===== config.mk =====
export PLATFORM = sky130hd
export DESIGN_NAME = multiword_add_sequencer_flat
export DESIGN_NICKNAME = d
export VERILOG_FILES = /design/src/rtl/multiword_add_sequencer_if.sv /design/src/rtl/multiword_add_sequencer.sv /design/src/flat_wrapper.sv
export SDC_FILE = /design/constraint.sdc
export NUM_CORES = 1
export LEC_CHECK = 0
export CORE_ASPECT_RATIO = 0.5
export CORE_MARGIN = 2
export CORE_UTILIZATION = 41
export CTS_CLUSTER_DIAMETER = 30
export CTS_CLUSTER_SIZE = 8
export DETAILED_ROUTE_END_ITERATION = 8
export DONT_BUFFER_PORTS = 1
export GPL_ROUTABILITY_DRIVEN = 0
export PLACE_DENSITY = 0.51
export SLEW_MARGIN = 20
export SYNTH_ARGS = -nofsm -noshare
export SYNTH_HDL_FRONTEND = slang
export SYNTH_SLANG_ARGS = --single-unit

===== constraint.sdc =====
create_clock -name clk -period 4.8 [get_ports clk]
set_clock_uncertainty 0.15 [all_clocks]
set_input_delay 0.96 -clock clk [delete_from_list [all_inputs] [get_ports clk]]
set_output_delay 0.96 -clock clk [all_outputs]
set_load 0.005 [all_outputs]

===== src/rtl/multiword_add_sequencer_if.sv =====
// Operand/result handshake bundle for multiword_add_sequencer.
// ADDSEQ_SUB_EN adds the `sub` operand-side control bit.
interface multiword_add_sequencer_if #(
    parameter int unsigned W = 32
);
    logic         in_valid;
    logic         in_ready;
    logic [W-1:0] a;
    logic [W-1:0] b;
    logic         cin;
`ifdef ADDSEQ_SUB_EN
    logic         sub;
`endif
    logic         out_valid;
    logic         out_ready;
    logic [W-1:0] sum;
    logic         cout;

    modport master (
`ifdef ADDSEQ_SUB_EN
        output sub,
`endif
        output in_valid, a, b, cin, out_ready,
        input  in_ready, out_valid, sum, cout
    );

    modport slave (
`ifdef ADDSEQ_SUB_EN
        input  sub,
`endif
        input  in_valid, a, b, cin, out_ready,
        output in_ready, out_valid, sum, cout
    );
endinterface


===== src/rtl/multiword_add_sequencer.sv =====
// Multi-precision adder: K slices of N bits through one shared carry-lookahead adder, LSB first.
// Optional feature macro ADDSEQ_SUB_EN: adds `sub` to compute a-b via ~b and forced carry-in.

module CarryLookAheadAdder #(
    parameter int unsigned N = 8
) (
    input  logic [N-1:0] a_i,
    input  logic [N-1:0] b_i,
    input  logic         cin_i,
    output logic [N-1:0] sum_o,
    output logic         cout_o
);
    logic [N-1:0] g;
    logic [N-1:0] p;
    logic [N:0]   c;
    logic         pp;

    // Each carry is a flat OR of generate terms gated by propagate prefixes.
    always_comb begin
        g  = a_i & b_i;
        p  = a_i ^ b_i;
        c  = '0;
        pp = 1'b0;
        c[0] = cin_i;
        for (int i = 0; i < int'(N); i++) begin
            c[i+1] = g[i];
            pp     = p[i];
            for (int j = i - 1; j >= 0; j--) begin
                c[i+1] = c[i+1] | (pp & g[j]);
                pp     = pp & p[j];
            end
            c[i+1] = c[i+1] | (pp & cin_i);
        end
    end

    assign sum_o  = p ^ c[N-1:0];
    assign cout_o = c[N];
endmodule

module multiword_add_sequencer #(
    parameter int unsigned N = 8,
    parameter int unsigned K = 4
) (
    input  logic                      clk,
    input  logic                      rst,
    multiword_add_sequencer_if.slave  bus,
    output logic                      busy
);
    localparam int unsigned W     = N * K;
    localparam int unsigned LOW_W = W - N;
    localparam int unsigned IW    = (K > 1) ? $clog2(K) : 1;
    localparam logic [IW-1:0] LAST_IDX = IW'(K - 1);

    typedef enum logic [1:0] {
        IDLE = 2'd0,
        RUN  = 2'd1,
        DONE = 2'd2
    } state_e;

    state_e          state_q, state_d;
    logic [W-1:0]    a_q, a_d;
    logic [W-1:0]    b_q, b_d;
    logic            carry_q, carry_d;
    logic [IW-1:0]   idx_q, idx_d;
    logic [LOW_W-1:0] acc_q, acc_d;
    logic [W-1:0]    sum_q, sum_d;
    logic            cout_q, cout_d;

    logic            in_ready_c;
    logic            out_valid_c;
    logic            busy_c;
    logic            accept_c;

    logic [N-1:0]    slice_a;
    logic [N-1:0]    slice_b;
    logic [N-1:0]    slice_sum;
    logic            slice_cout;

    assign slice_a = a_q[idx_q*N +: N];
    assign slice_b = b_q[idx_q*N +: N];

    CarryLookAheadAdder #(.N(N)) u_cla (
        .a_i    (slice_a),
        .b_i    (slice_b),
        .cin_i  (carry_q),
        .sum_o  (slice_sum),
        .cout_o (slice_cout)
    );

    assign accept_c = bus.in_valid & in_ready_c;

    // State register
    always_ff @(posedge clk) begin
        if (rst) begin
            state_q <= IDLE;
        end else begin
            state_q <= state_d;
        end
    end

    // Next-state logic
    always_comb begin
        state_d = state_q;
        unique case (state_q)
            IDLE:    if (accept_c) state_d = RUN;
            RUN:     if (idx_q == LAST_IDX) state_d = DONE;
            DONE:    if (bus.out_ready) state_d = IDLE;
            default: state_d = IDLE;
        endcase
    end

    // Handshake/status decode; in_ready is held low for the whole reset cycle
    always_comb begin
        in_ready_c  = 1'b0;
        out_valid_c = 1'b0;
        busy_c      = 1'b0;
        unique case (state_q)
            IDLE: in_ready_c = ~rst;
            RUN:  busy_c     = 1'b1;
            DONE: begin
                out_valid_c = 1'b1;
                busy_c      = 1'b1;
            end
            default: busy_c = 1'b1;
        endcase
    end

    assign bus.in_ready  = in_ready_c;
    assign bus.out_valid = out_valid_c;
    assign bus.sum       = sum_q;
    assign bus.cout      = cout_q;
    assign busy          = busy_c;

    // Datapath next-state: operand capture, slice accumulation, result commit
    always_comb begin
        a_d     = a_q;
        b_d     = b_q;
        carry_d = carry_q;
        idx_d   = idx_q;
        acc_d   = acc_q;
        sum_d   = sum_q;
        cout_d  = cout_q;
        unique case (state_q)
            IDLE: begin
                if (accept_c) begin
                    a_d   = bus.a;
`ifdef ADDSEQ_SUB_EN
                    b_d     = bus.sub ? ~bus.b : bus.b;
                    carry_d = bus.sub | bus.cin;
`else
                    b_d     = bus.b;
                    carry_d = bus.cin;
`endif
                    idx_d = '0;
                end
            end
            RUN: begin
                carry_d = slice_cout;
                if (idx_q == LAST_IDX) begin
                    sum_d  = {slice_sum, acc_q};
                    cout_d = slice_cout;
                    idx_d  = '0;
                end else begin
                    acc_d[idx_q*N +: N] = slice_sum;
                    idx_d = idx_q + IW'(1);
                end
            end
            default: ;
        endcase
    end

    always_ff @(posedge clk) begin
        if (rst) begin
            a_q     <= '0;
            b_q     <= '0;
            carry_q <= 1'b0;
            idx_q   <= '0;
            acc_q   <= '0;
            sum_q   <= '0;
            cout_q  <= 1'b0;
        end else begin
            a_q     <= a_d;
            b_q     <= b_d;
            carry_q <= carry_d;
            idx_q   <= idx_d;
            acc_q   <= acc_d;
            sum_q   <= sum_d;
            cout_q  <= cout_d;
        end
    end
endmodule

===== src/flat_wrapper.sv =====
// flat-port wrapper written by rule: the top's interface ports become plain ports
module multiword_add_sequencer_flat 
#(
    parameter int unsigned N = 8,
    parameter int unsigned K = 4
)
  (clk, rst, busy, bus_in_valid, bus_a, bus_b, bus_cin, bus_out_ready, bus_in_ready, bus_out_valid, bus_sum, bus_cout);
  multiword_add_sequencer_if bus_i ();
  input  logic clk;
  input  logic rst;
  output logic busy;
  input wire logic [$bits(bus_i.in_valid)-1:0] bus_in_valid;
  input wire logic [$bits(bus_i.a)-1:0] bus_a;
  input wire logic [$bits(bus_i.b)-1:0] bus_b;
  input wire logic [$bits(bus_i.cin)-1:0] bus_cin;
  input wire logic [$bits(bus_i.out_ready)-1:0] bus_out_ready;
  output wire logic [$bits(bus_i.in_ready)-1:0] bus_in_ready;
  output wire logic [$bits(bus_i.out_valid)-1:0] bus_out_valid;
  output wire logic [$bits(bus_i.sum)-1:0] bus_sum;
  output wire logic [$bits(bus_i.cout)-1:0] bus_cout;
  assign bus_i.in_valid = bus_in_valid;
  assign bus_i.a = bus_a;
  assign bus_i.b = bus_b;
  assign bus_i.cin = bus_cin;
  assign bus_i.out_ready = bus_out_ready;
  assign bus_in_ready = bus_i.in_ready;
  assign bus_out_valid = bus_i.out_valid;
  assign bus_sum = bus_i.sum;
  assign bus_cout = bus_i.cout;
  multiword_add_sequencer #(.N(N), .K(K)) u_core (.clk(clk), .rst(rst), .bus(bus_i), .busy(busy));
endmodule

Word-level counts from Yosys, hierarchy flattened. Index checks and enable logic that the tools add are counted.

Bitwise gates (word level): 106. Mux-type cells: 13. Reduce and logical (&&, ||, !) cells: 7. Equal/unequal tests: 6. Shifts and indexed selects: 4. $add $sub $neg: 2.

Operators by type and width (number): AND 1 bit (65); indexed part select 32 x 6 -> 8 bit (2); OR 1 bit (36); negator 5 -> 34 bit (1); variable shift 8 x 34 -> 24 bit (first input constant) (1); indexed part select 8 x 34 -> 24 bit (1); bitwise mux 24 bit (1); XOR 8 bit (2); 2-to-1 mux 2 bit (5); AND 8 bit (1); AND reduction 2 bit (4); one-hot mux 2 bit (3 select lines) (1); equality test 2 bit (second input constant) (2); 2-to-1 mux 1 bit (4); != test 2 x 1 -> 1 bit (second input constant) (2); one-hot mux 2 bit (2 select lines) (1); AND reduction 3 bit (1); adder 2 x 1 -> 2 bit (second input constant) (1); equality test 2 x 1 -> 1 bit (second input constant) (1); logical NOT 2 bit (1); != test 2 bit (second input constant) (1); NOT 1 bit (2); one-hot mux 1 bit (2 select lines) (1); nonzero test 2 bit (1).

Register bits: 126. Logic and storage cells: 146.

Longest topological paths before layout.
Depth in word-level cells: 13. Depth in mapped cells: 9.

By module. Synthesis repeated with hierarchy kept, for this count alone.

Cells, all modules: 634. Area, all modules: 5520.3 um^2.

By module, submodules not included: multiword_add_sequencer (cells an instance 593, seq. area each 2522.4 um^2, instances 1, area each 5187.5 um^2); CarryLookAheadAdder (cells an instance 41, seq. area each 0.0 um^2, instances 1, area each 332.8 um^2).

Worst setup path before layout. OpenSTA, ideal clock, no wires.

Kind: register to register. Start: register u_core.idx_q[0]. End: register u_core.acc_q[7]. Cell stages (with the launch flop): 9. Path buffers: 1. Setup slack: 1638 ps. Arrival time: 2880 ps. Clock period less this slack: 3162 ps. Cell sequence: dfxtp_1 buf_1 mux4_2 ha_1 a21o_1 a21o_1 or4_1 nand3_1 a21oi_1.

Longest elaborated chain between the ends: 13. Elaborated cells on any way between the ends: 89.

RTL lines: from (decl) (line multiword_add_sequencer.sv:64) `logic [IW-1:0] idx_q, idx_d;`; from (signal assigned) (line multiword_add_sequencer.sv:185) `idx_q <= idx_d;`; indexed part select 32 x 6 -> 8 bit (on tied branches) (line multiword_add_sequencer.sv:79, multiword_add_sequencer.sv:80); XOR 8 bit or AND 8 bit (tied branches) (line multiword_add_sequencer.sv:21, multiword_add_sequencer.sv:20); AND 1 bit (on tied branches) (line multiword_add_sequencer.sv:29, multiword_add_sequencer.sv:30); OR 1 bit (tied with other cells) (5 in a row) (line multiword_add_sequencer.sv:29) `c[i+1] = c[i+1] | (pp & g[j]);`; OR 1 bit or AND 1 bit (tied branches) (line multiword_add_sequencer.sv:29, multiword_add_sequencer.sv:32); OR 1 bit (line multiword_add_sequencer.sv:32) `c[i+1] = c[i+1] | (pp & cin_i);`; XOR 8 bit (line multiword_add_sequencer.sv:36) `assign sum_o = p ^ c[N-1:0];`; indexed part select 8 x 34 -> 24 bit (line multiword_add_sequencer.sv:164) `acc_d[idx_q*N +: N] = slice_sum;`; bitwise mux 24 bit (line multiword_add_sequencer.sv:164); to (signal assigned) (line multiword_add_sequencer.sv:178) `acc_q <= '0;`; to (signal assigned) (line multiword_add_sequencer.sv:186) `acc_q <= acc_d;`; to (decl) (line multiword_add_sequencer.sv:65) `logic [LOW_W-1:0] acc_q, acc_d;`.

Several ways; a longest one is shown, not always the timed one. A chain may end at the register's enable or synchronous reset.

Worst setup path after layout.
Start: register u_core.idx_q[1]. End: register u_core.acc_q[4].

Same word-level chain as after synthesis.

==> flow_metrics.tcl <==
set metrics [dict create \
    status "finished clean" \
    seq_area_sq_um 2520 \
    dr.pass1.iters 5 \
    cts_tree "yes" \
    cts_max_path_buffers 2 \
    max_slew_margin_pct 34.1 \
    drv_slew 0 \
    num_io_pins 105 \
    port_buffers 0 \
    path_clk_slew_ns 0.06 \
    htreeDepth 4 \
    clock-sinks 126 \
    cts_resized 0 \
    syn-num-nets 690 \
    maxCapViolCount 0 \
    netlist_area_sq_um 5440 \
    synth_cell_types 46 \
    postCtsSetupRepairBufs 0 \
    grt_pass1_vias 3843 \
    cp-start-kind "register" \
    layout_min_cycle_time_ns 3.30 \
    timing.setup.tns_ns 0 \
    hold_class "register to register" \
    fin_util_pct 48.2 \
    synth.yosys.seq_area_share_pct 46.4 \
    setup_viol_count_final 0 \
    start_util_pct 42.5 \
    ys_async_sr_fraction_pct 0 \
    synth_commonest_cells "133 x nand2_1, 126 x dfxtp_1, 68 x o21ai_0" \
    dp_hpwl_mm 8.53 \
    cts_made_buffers 17 \
    rows 29 \
    drt-total-wl_mm 12.8 \
    tightest_slew_ns 0.987 \
    antenna_cells 0 \
    max-vdd-ir-drop_uv 253 \
    max_freq_mhz 303 \
    fin_hold_ws_ns 0.303 \
    core_sq_um 12800 \
    final_cell_area_sq_um 6170 \
    antenna_found_initial 0 \
    multi_input_area_sq_um 2720 \
    p_per_area_nw_per_um2 454 \
    drtIter0Drc 304 \
    synth_top_area_share_pct 46.4 \
    synthFlopType "dfxtp_1" \
    synth.area.top_cells "dfxtp_1 46%, nand2_1 9.2%, nand2b_1 7.6%" \
    place_inst 740 \
    synth-edff-count 0 \
    p_leak_nw 2.17 \
    wl_per_cell_um 16.6 \
    dpl_cell_area_sq_um 5490 \
    cp-end-kind "register" \
    drive_above_1_share_pct 10.8 \
    hold_viol 0 \
    final_cells 772 \
    slowest_delay_ns 0.96 \
    synth.most_common_cell "nand2_1" \
    worst_path_max_delay_cell "dfxtp_1" \
    rsz0062_at_grt "no" \
    syn_avg_cell_area_sq_um 8.96 \
    yosysWarnings 0 \
    clkLatencyLatePin_ns 0.42 \
    finalNetCount 672 \
    dieArea_sq_um 14300 \
    die_height_um 85.4 \
    drc 0 \
    fillers 1290 \
    crit_arrival_ns 3.43 \
    synth.largest_area_cell "dfxtp_1" \
    cts_root_buffer "clkbuf_16" \
    cts-hold-fix-buffers 0 \
    vias 4000 \
    grt_overflow 0 \
    crit_fanout 20 \
    ant_nets 0 \
    viasPerCell 5.18 \
    grt_max_degree 135 \
    synth-seq-cells 126 \
    critPathKind "register to register" \
    grt_pass1_wl_mm 21.0 \
    cp.required_ns 4.93 \
    die_w_um 167 \
    post-route-period-util_pct 68.8 \
    syn_to_final_growth_pct 13.5 \
    cp_cell_sequence "mux4_2 -> ha_1 -> a211oi_2 -> o21bai_1 -> a21oi_1 -> xor2_1 -> o21ai_0" \
    netlist_instances 607 \
    grt.total_usage_pct 19.0 \
]
[cell type report]
cell class	instances	area share (%)
Timing Repair Buffer	4	0.487
Clock inverter	13	3.79
Inverter	3	0.182
Sequential cell	126	40.9
Clock buffer	19	7.18
Tap cell	170	3.45
Multi-Input combinational cell	437	44.0
[sequential cells by signal (all words and copies together) (netlist names)]
| register | cells |
|---|---|
| u_core.a_q | 32 |
| u_core.b_q | 32 |
| u_core.bus.sum | 32 |
| u_core.acc_q | 24 |
| u_core.idx_q | 2 |
| u_core.state_q | 2 |
| u_core.bus.cout | 1 |
| u_core.carry_q | 1 |
[final timing paths]
kind / cells past startpoint / to / slack (ns) / startpoint
worst max-delay path: 7 / u_core.acc_q[4] / 1.50 / u_core.idx_q[1]
worst min-delay path: 2 / u_core.bus.sum[17] / 0.30 / u_core.acc_q[17]
worst max register to register: 7 / u_core.acc_q[4] / 1.50 / u_core.idx_q[1]
worst min register to register: 2 / u_core.bus.sum[17] / 0.30 / u_core.acc_q[17]
[worst max-delay path: cells and delay by family (launching register included)]
family / cells / cell delay, ns
flops: 1 / 0.96
xor+xnor: 1 / 0.42
compound gates: 4 / 0.84
fa+ha+maj: 1 / 0.34
mux: 1 / 0.45
[through the flow]
step	setup WS, ns	total power, W
3_3_place_gp	1.56	0.00134
3_5_place_dp	1.50	0.00134
5_1_grt	1.22	0.00291
4_1_cts	1.49	0.00283
6_report	1.50	0.00280
2_1_floorplan	1.64	0.00130
[report_power, final]
| group | switching [W] | total, W | internal [W] |
|---|---|---|---|
| sequential | 0.0000283 | 0.00112 | 0.00109 |
| combinational | 0.000115 | 0.000200 | 0.0000845 |
| clock | 0.000489 | 0.00148 | 0.000993 |
| total | 0.000633 | 0.00280 | 0.00217 |
[kinds of logic after synthesis]
| kind of cell | share of synthesized area (%) |
|---|---|
| simple gates | 23.5 |
| compound gates | 15.6 |
| flops | 46.4 |
| buf+inv | 3.70 |
| mux | 6.81 |
| fa+ha+maj | 3.36 |
| xor+xnor | 0.644 |
[per-layer routing]
metal  share of wire (%)  track usage (%)  wire [um]
met1                  53             27.7       6760
met2                  41             26.7       5290
met4                0.74             4.47         95
met3                 5.2             6.76        664
met5                   0                0          0
[cells in the final DEF, fill, tap and decap left out, types with 4 or more instances in the layout]
cell / count
mux4_2: 16
bufinv_16: 6
o21ai_0: 68
nor2_1: 23
a21o_1: 5
a21oi_1: 39
nand3b_1: 8
dfxtp_1: 126
buf_4: 4
or3_1: 4
nand3_1: 5
nand2_1: 133
clkbuf_16: 17
nand2b_1: 66
a22oi_1: 14
o31ai_1: 6
ha_1: 13
Power figures use the tool's default switching activity.
